## src/rtl/clint_interrupt_source.sv

```systemverilog
// Machine timer/software interrupt source: MSIP, MTIMECMP and a free-running MTIME
// behind a single-cycle register bus, raising req/ack interrupt requests on condition edges.
`ifndef REG_DATA_WIDTH
`define REG_DATA_WIDTH 32
`endif

module clint_interrupt_source #(
    parameter int unsigned PRESCALE   = 1,
    parameter int unsigned ADDR_WIDTH = 16
) (
    input  logic                       clk,
    input  logic                       rst,
    input  logic [ADDR_WIDTH-1:0]      bus_addr,
    input  logic                       bus_wr,
    input  logic [`REG_DATA_WIDTH-1:0] bus_wdata,
    input  logic                       bus_rd,
    output logic [31:0]                bus_rdata,
    output logic                       all_intif_int_timer_req,
    output logic                       all_intif_int_software_req,
    input  logic                       intif_all_int_timer_ack,
    input  logic                       intif_all_int_software_ack
);

    localparam int unsigned PW = (PRESCALE > 1) ? $clog2(PRESCALE) : 1;

    localparam logic [ADDR_WIDTH-1:0] ADDR_MSIP     = ADDR_WIDTH'(16'h0000);
    localparam logic [ADDR_WIDTH-1:0] ADDR_CMP_LO   = ADDR_WIDTH'(16'h4000);
    localparam logic [ADDR_WIDTH-1:0] ADDR_CMP_HI   = ADDR_WIDTH'(16'h4004);
    localparam logic [ADDR_WIDTH-1:0] ADDR_MTIME_LO = ADDR_WIDTH'(16'hBFF8);
    localparam logic [ADDR_WIDTH-1:0] ADDR_MTIME_HI = ADDR_WIDTH'(16'hBFFC);
    localparam logic [PW-1:0]         PRESC_LAST    = PW'(PRESCALE - 1);

    logic [PW-1:0] presc_q, presc_d;
    logic [63:0]   mtime_q, mtime_d;
    logic [63:0]   mtimecmp_q, mtimecmp_d;
    logic          msip_q, msip_d;
    logic [31:0]   rdata_q, rdata_d;
    logic          tcond_q, tcond_d;
    logic          scond_q, scond_d;
    logic          timer_pend_q, timer_pend_d;
    logic          sw_pend_q, sw_pend_d;

    logic [ADDR_WIDTH-1:0] word_addr;
    logic                  tick;
    logic                  timer_cond;
    logic                  sw_cond;

    // Low address bits are masked rather than dropped so every address bit is consumed.
    assign word_addr  = bus_addr & ~ADDR_WIDTH'(3);
    assign tick       = (presc_q == PRESC_LAST);
    assign timer_cond = (mtime_q >= mtimecmp_q);
    assign sw_cond    = msip_q;

    always_comb begin
        presc_d    = tick ? '0 : presc_q + PW'(1);
        msip_d     = msip_q;
        mtimecmp_d = mtimecmp_q;
        mtime_d    = mtime_q;
        rdata_d    = rdata_q;

        if (bus_rd) begin
            if (word_addr == ADDR_MSIP)          rdata_d = {31'b0, msip_q};
            else if (word_addr == ADDR_CMP_LO)   rdata_d = mtimecmp_q[31:0];
            else if (word_addr == ADDR_CMP_HI)   rdata_d = mtimecmp_q[63:32];
            else if (word_addr == ADDR_MTIME_LO) rdata_d = mtime_q[31:0];
            else if (word_addr == ADDR_MTIME_HI) rdata_d = mtime_q[63:32];
            else                                 rdata_d = 32'b0;
        end

        if (bus_wr && word_addr == ADDR_MSIP)   msip_d = bus_wdata[0];
        if (bus_wr && word_addr == ADDR_CMP_LO) mtimecmp_d[31:0] = bus_wdata;
        if (bus_wr && word_addr == ADDR_CMP_HI) mtimecmp_d[63:32] = bus_wdata;

        // An MTIME write of either half freezes the whole counter for that edge.
        if (bus_wr && word_addr == ADDR_MTIME_LO)      mtime_d[31:0] = bus_wdata;
        else if (bus_wr && word_addr == ADDR_MTIME_HI) mtime_d[63:32] = bus_wdata;
        else if (tick)                                 mtime_d = mtime_q + 64'd1;
    end

    always_comb begin
        tcond_d      = timer_cond;
        scond_d      = sw_cond;
        timer_pend_d = timer_pend_q;
        sw_pend_d    = sw_pend_q;

        // A fresh rising condition outranks an ack arriving on the same edge.
        if (timer_cond && !tcond_q)        timer_pend_d = 1'b1;
        else if (intif_all_int_timer_ack)  timer_pend_d = 1'b0;

        if (sw_cond && !scond_q)              sw_pend_d = 1'b1;
        else if (intif_all_int_software_ack)  sw_pend_d = 1'b0;
    end

    always_ff @(posedge clk) begin
        if (!rst) begin
            presc_q      <= '0;
            mtime_q      <= 64'd0;
            mtimecmp_q   <= 64'hFFFF_FFFF_FFFF_FFFF;
            msip_q       <= 1'b0;
            rdata_q      <= 32'd0;
            tcond_q      <= 1'b0;
            scond_q      <= 1'b0;
            timer_pend_q <= 1'b0;
            sw_pend_q    <= 1'b0;
        end else begin
            presc_q      <= presc_d;
            mtime_q      <= mtime_d;
            mtimecmp_q   <= mtimecmp_d;
            msip_q       <= msip_d;
            rdata_q      <= rdata_d;
            tcond_q      <= tcond_d;
            scond_q      <= scond_d;
            timer_pend_q <= timer_pend_d;
            sw_pend_q    <= sw_pend_d;
        end
    end

    assign bus_rdata                  = rdata_q;
    assign all_intif_int_timer_req    = timer_pend_q;
    assign all_intif_int_software_req = sw_pend_q;

endmodule

```

## config.mk

```make
export PLATFORM = sky130hd
export DESIGN_NAME = clint_interrupt_source
export DESIGN_NICKNAME = d
export VERILOG_FILES = /design/src/rtl/clint_interrupt_source.sv
export SDC_FILE = /design/constraint.sdc
export NUM_CORES = 1
export LEC_CHECK = 0
export CAP_MARGIN = 15
export CORE_AREA = 3 3 163 204
export CTS_BUF_LIST = sky130_fd_sc_hd__clkbuf_4 sky130_fd_sc_hd__clkbuf_8
export DETAILED_ROUTE_END_ITERATION = 16
export DIE_AREA = 0 0 166 207
export SLEW_MARGIN = 25
export SYNTH_ARGS = -nofsm -noshare
export SYNTH_HDL_FRONTEND = slang
export SYNTH_SLANG_ARGS = --single-unit
```

## constraint.sdc

```tcl
create_clock -name clk -period 3.4 [get_ports clk]
set_clock_uncertainty 0.2 [all_clocks]
set_input_delay 1.02 -clock clk [delete_from_list [all_inputs] [get_ports clk]]
set_output_delay 1.02 -clock clk [all_outputs]
set_load 0.02 [all_outputs]
```

### Yosys cells after proc, flatten, opt, wreduce, memory -nomap -nowiden

Cells that the tools add are included.

* input bits: 54
* output and inout bits: 34
* logic and storage cells: 50
* register bits: 166

* add/subtract/negate cells: 2
* $lt $le $gt $ge: 1
* mux-type cells: 13
* equality and inequality tests: 7
* reduce and logical (&&, ||, !) cells: 15
* bitwise operators: 1

Operators by type and width (count)
* 2-to-1 mux 32 bit: 8
* adder 64 x 1 -> 64 bit, second input constant: 1
* greater-or-equal comparator 64 bit: 1
* 2-to-1 mux 64 bit: 1
* == test 14 x 13 -> 1 bit, second input constant: 2
* == test 14 bit, second input constant: 2
* zero test 16 bit: 1
* logical AND 1 bit: 7
* AND reduction 2 bit: 3
* 2-to-1 mux 1 bit: 4
* != test 2 x 1 -> 1 bit, second input constant: 2
* nonzero test 2 bit: 2
* zero test 1 bit: 2
* != test 2 bit, second input constant: 1
* adder 1 bit, second input constant: 1
* NOT 1 bit: 1

### Logic depth before layout (Yosys ltp)

* depth after elaboration: 6
* depth in mapped cells: 10
* mapped depth without buffers: 9

### Worst setup path before layout

OpenSTA, ideal clock, no wires.

* path kind: input to register
* from: in bus_addr[6]
* to: reg mtime_q[38]
* setup time: 0.115 ns
* arrival: 2.907 ns
* required time: 3.085 ns
* path buffers: 3
* setup slack: 0.179 ns
* stages on the path: 9
* cells stage by stage: nand4_1 -> or4_1 -> or3_1 -> clkbuf_1 -> o21ai_1 -> buf_4 -> buf_2 -> a21oi_1 -> o21a_1

* longest elaborated chain between the ends: 4
* elaborated cells between the ends (all ways): 8
* those cells by class: 3 x eq/ne; 1 x mux; 1 x bitwise; 3 x reduce/logical

Ends and longest elaborated chain
* start: declaration: line 13 `input logic [ADDR_WIDTH-1:0] bus_addr,`
* == test 14 bit, on equally long branches: line 76, 75
* logical AND 1 bit, on equally long branches: line 76, 75
* != test 2 x 1 -> 1 bit (no source line) or NOT 1 bit (tied branches)
* AND reduction 2 bit (no source line)
* end signal: assignment: line 107 `mtime_q <= mtime_d;`
* end: declaration: line 34 `logic [63:0] mtime_q, mtime_d;`

Several ways; a longest one is shown, not always the timed one.
A chain may end at the register's enable or synchronous reset.

### Final worst setup path

* from: in bus_addr[6]
* to: reg mtime_q[49]

The elaborated chain is that of the path after synthesis.

==> summary.txt <==
Status
  – Status: finished, final reports clean

Floorplanning
  – Ports: between 80 and 90
  – Rows: between 70 and 80
  – Core area: between 30,000 and 40,000 µm²
  – Initial Util: 29.6%
  – Die Wd: about 170 µm
  – Die area: 34,400 µm²
  – Die height: around 210 µm

Critical path
  – Crit path from: bus_addr[6]
  – Nature of the critical path startpoint: input pin
  – CP endpoint kind: register
  – CP Cell Sequence: clkdlybuf4s50_1 -> nand4_1 -> or4_1 -> or3_2 -> buf_4 -> a31oi_1 -> nand2_1 -> o311ai_0
  – Crit-path slowest cell: or4_1
  – CP arrival: 3.44 ns
  – Worst r2r src: mtime_q[63]
  – Critical Path RT: approximately 3.6 ns
  – CP Max Fanout: 4
  – Worst path max stage delay: roughly 0.61 ns
  – WS Path Type: input pin to register

Worst hold path
  – Worst Hold Class: register to register
  – Worst hold start: bus_rdata[15]

STA
  – Slew @ Worst Pin: around 0.69 ns
  – Max Slew Vio Count: 0
  – Final TNS setup: 0 ns
  – Crit path time final: approximately 3.3 ns
  – Part of the cycle the worst path needs: between 90% and 100%
  – Max frequency: around 300 MHz
  – Max-slew headroom: between 50% and 60%
  – Final hold vios: 0
  – Unrepaired setup endpoints after global routing: no
  – # setup viols final: 0

Power
  – Power Dens Cells: about 330 nW/µm²
  – Total power: between 0.003 and 0.004 W
  – Leakage: around 4.8 nW
  – Worst IR drop on VDD: about 0.23 mV

Logic synthesis
  – Mapped cell area: approximately 9400 µm²
  – Avg Cell Area, Syn: slightly above 8 µm²
  – Yosys warns: 0
  – Yosys reg bits: 166
  – Ys async rst share: 0%
  – Part of the Yosys area used for sequential elements: 35.4%
  – Post-Syn Instances: 1,143
  – EDFF count, synth: 0
  – Syn Nets: 1,262
  – Synth cell types: 65
  – Ys flop type: dfxtp_1

Clocking
  – CTS tree: done
  – CTS Buf Count: 17
  – Clock Tree Root: clkbuf_8
  – Post-CTS Setup Bufs: 0
  – CTS sink cnt: ~170
  – Hold_buf cts: 0
  – Skew-Pair Late Insertion Delay: roughly 0.48 ns
  – H-tree Lvls: 4
  – CTS max path bufs: 2
  – CTS clk-pin slew, worst paths: around 0.090 ns
  – Post-CTS Resized: 0

Cells and area
  – Synth-to-layout area growth: 22.4%
  – Leading cell type in the layout, fill and taps excluded: dfxtp_1
  – Share of cells above drive strength 1: approximately an eighth
  – Multi-input logic area: between 5000 and 6000 µm²
  – Fillers: 3,283
  – Ant diodes: 0
  – Commonest non-fill, non-tap cells in the layout: dfxtp_1 (166), nand2_1 (165), clkdlybuf4s50_1 (83), o21ai_0 (82), a21oi_1 (80)
  – Sequential cell area: between 3000 and 4000 µm²
  – Final nets: ~1,400

Global routing
  – Gr ovfl total: 0
  – First-pass GRT wire length: a little under 50,000 µm
  – Global-route usage over all layers: between 15 and 20%
  – Largest net degree at the start of global routing: 82
  – Initial antenna violation count: 0
  – Number of global-route vias before repair: between 8,000 and 9,000

Route
  – Wire per inst: between 15 and 20 µm
  – # DRC: 0
  – Initial drt markers: between 600 and 700
  – DR vias/cell: between 5 and 6
  – DRT Pass-1 Iters: 8
  – Routed WL: approximately 30,000 µm
  – Routed Antenna Nets: 0
  – DR vias: 9,006

Placed design
  – Routability cong.: about 0.87
  – IO Port Bufs: 85
  – HPWL after DPL: about 22,000 µm

Flow run
  – Max_cap viols: 0
==> per-stage QoR <==
stage / std cells / cell area, µm² / hold slack (ns) / setup slack (ns) / util (%)
after global placement: 1640 / 11100 / 0.237 / -0.311 / 35.0
final: 1672 / 11500 / 0.259 / 0.120 / 36.3
after CTS: 1672 / 11500 / 0.264 / 0.137 / 36.3
after floorplan: 1143 / 9390 / 0.246 / 0.179 / -
after detailed placement: 1640 / 11100 / 0.244 / -0.380 / 35.0
after global routing: 1672 / 11500 / 0.285 / 0.0146 / 36.3
==> Yosys cell counts (3+ instances only) <==
cell      number  share of area, %
a211oi_1      13               1.0
a21oi_1       80               4.3
a222oi_1      31               3.3
a22o_1         6              0.56
a22oi_1        6              0.48
a31oi_1       15               1.0
and2_1         3              0.20
and3_1        15               1.0
and4_1         7              0.65
buf_1          8              0.32
buf_2          5              0.27
clkbuf_1      56               2.2
dfxtp_1      166                35
ha_1          65               8.7
inv_1         74               3.0
mux2_2        30               3.6
mux2i_1        5              0.53
nand2_1      165               6.6
nand2b_1       4              0.27
nand3_1       36               1.9
nand4_1       23               1.5
nor2_1        44               1.8
nor3_1        19               1.0
nor3b_1        4              0.32
nor4_1         9              0.60
nor4_4         3              0.68
o211ai_1      69               5.5
o21a_1         3              0.24
o21ai_0       82               4.4
o31a_1         4              0.37
o31ai_1        4              0.32
or3_1          8              0.53
or4_1          5              0.40
xnor2_1       10              0.93
xor2_1        23               2.1
==> per-layer routing <==
metal	global-route usage [%]	vias to the layer above	wire (µm)
met3	2.65	52	1200
li1	-	4426	-
met1	21.7	4298	13100
met5	0	-	0
met2	30.7	230	15000
met4	6.48	0	924
==> critical path, delay by kind of cell <==
kind / cells / cell delay (ns)
buffers and inverters: 2 / 0.65
AOI/OAI and AO/OA: 2 / 0.46
and+or+nand+nor: 4 / 1.31
==> state kept, by name, indices dropped and copies added (netlist names) <==
signal / count
mtime_q: 64
mtimecmp_q: 64
bus_rdata: 32
all_intif_int_software_req: 1
all_intif_int_timer_req: 1
msip_q: 1
presc_q: 1
scond_q: 1
tcond_q: 1
==> cell families (layout without fill, tap and decap cells) <==
family	count (synthesis)	in the layout	synth area share, %
buffers and inverters	145	262	5.94
and+or+nand+nor	361	361	19.1
muxes	35	35	4.13
other	1	1	0.0399
DFF	166	166	35.4
adders and majority gates	65	65	8.66
xor gates and xnor gates	33	33	3.08
AOI/OAI and AO/OA	337	337	23.7
==> final cells by class <==
class | instances | area share [%]
clock inverter | 12 | 1.22
timing repair buffer | 156 | 12.5
inverter | 74 | 2.42
clock buffer | 20 | 2.34
multi-input combinational | 832 | 48.1
sequential | 166 | 28.9
tap | 412 | 4.48
==> final timing paths <==
| path | endpoint | slack, ns | cells past startpoint |
|---|---|---|---|
| hold / removal | bus_rdata[15] | 0.26 | 2 |
| setup reg to reg | all_intif_int_timer_req | 0.25 | 7 |
| hold reg to reg | bus_rdata[15] | 0.26 | 2 |
| setup / recovery | mtime_q[49] | 0.12 | 8 |
==> power breakdown <==
part / leakage [nW] / total, W / switching [W] / internal [W]
clock network: 0.200 / 0.00153 / 0.000819 / 0.000710
registers: 1.34 / 0.00196 / 0.0000132 / 0.00195
logic: 3.22 / 0.000244 / 0.000135 / 0.000109
total: 4.76 / 0.00374 / 0.000967 / 0.00277
Power figures use the tool's default switching activity.
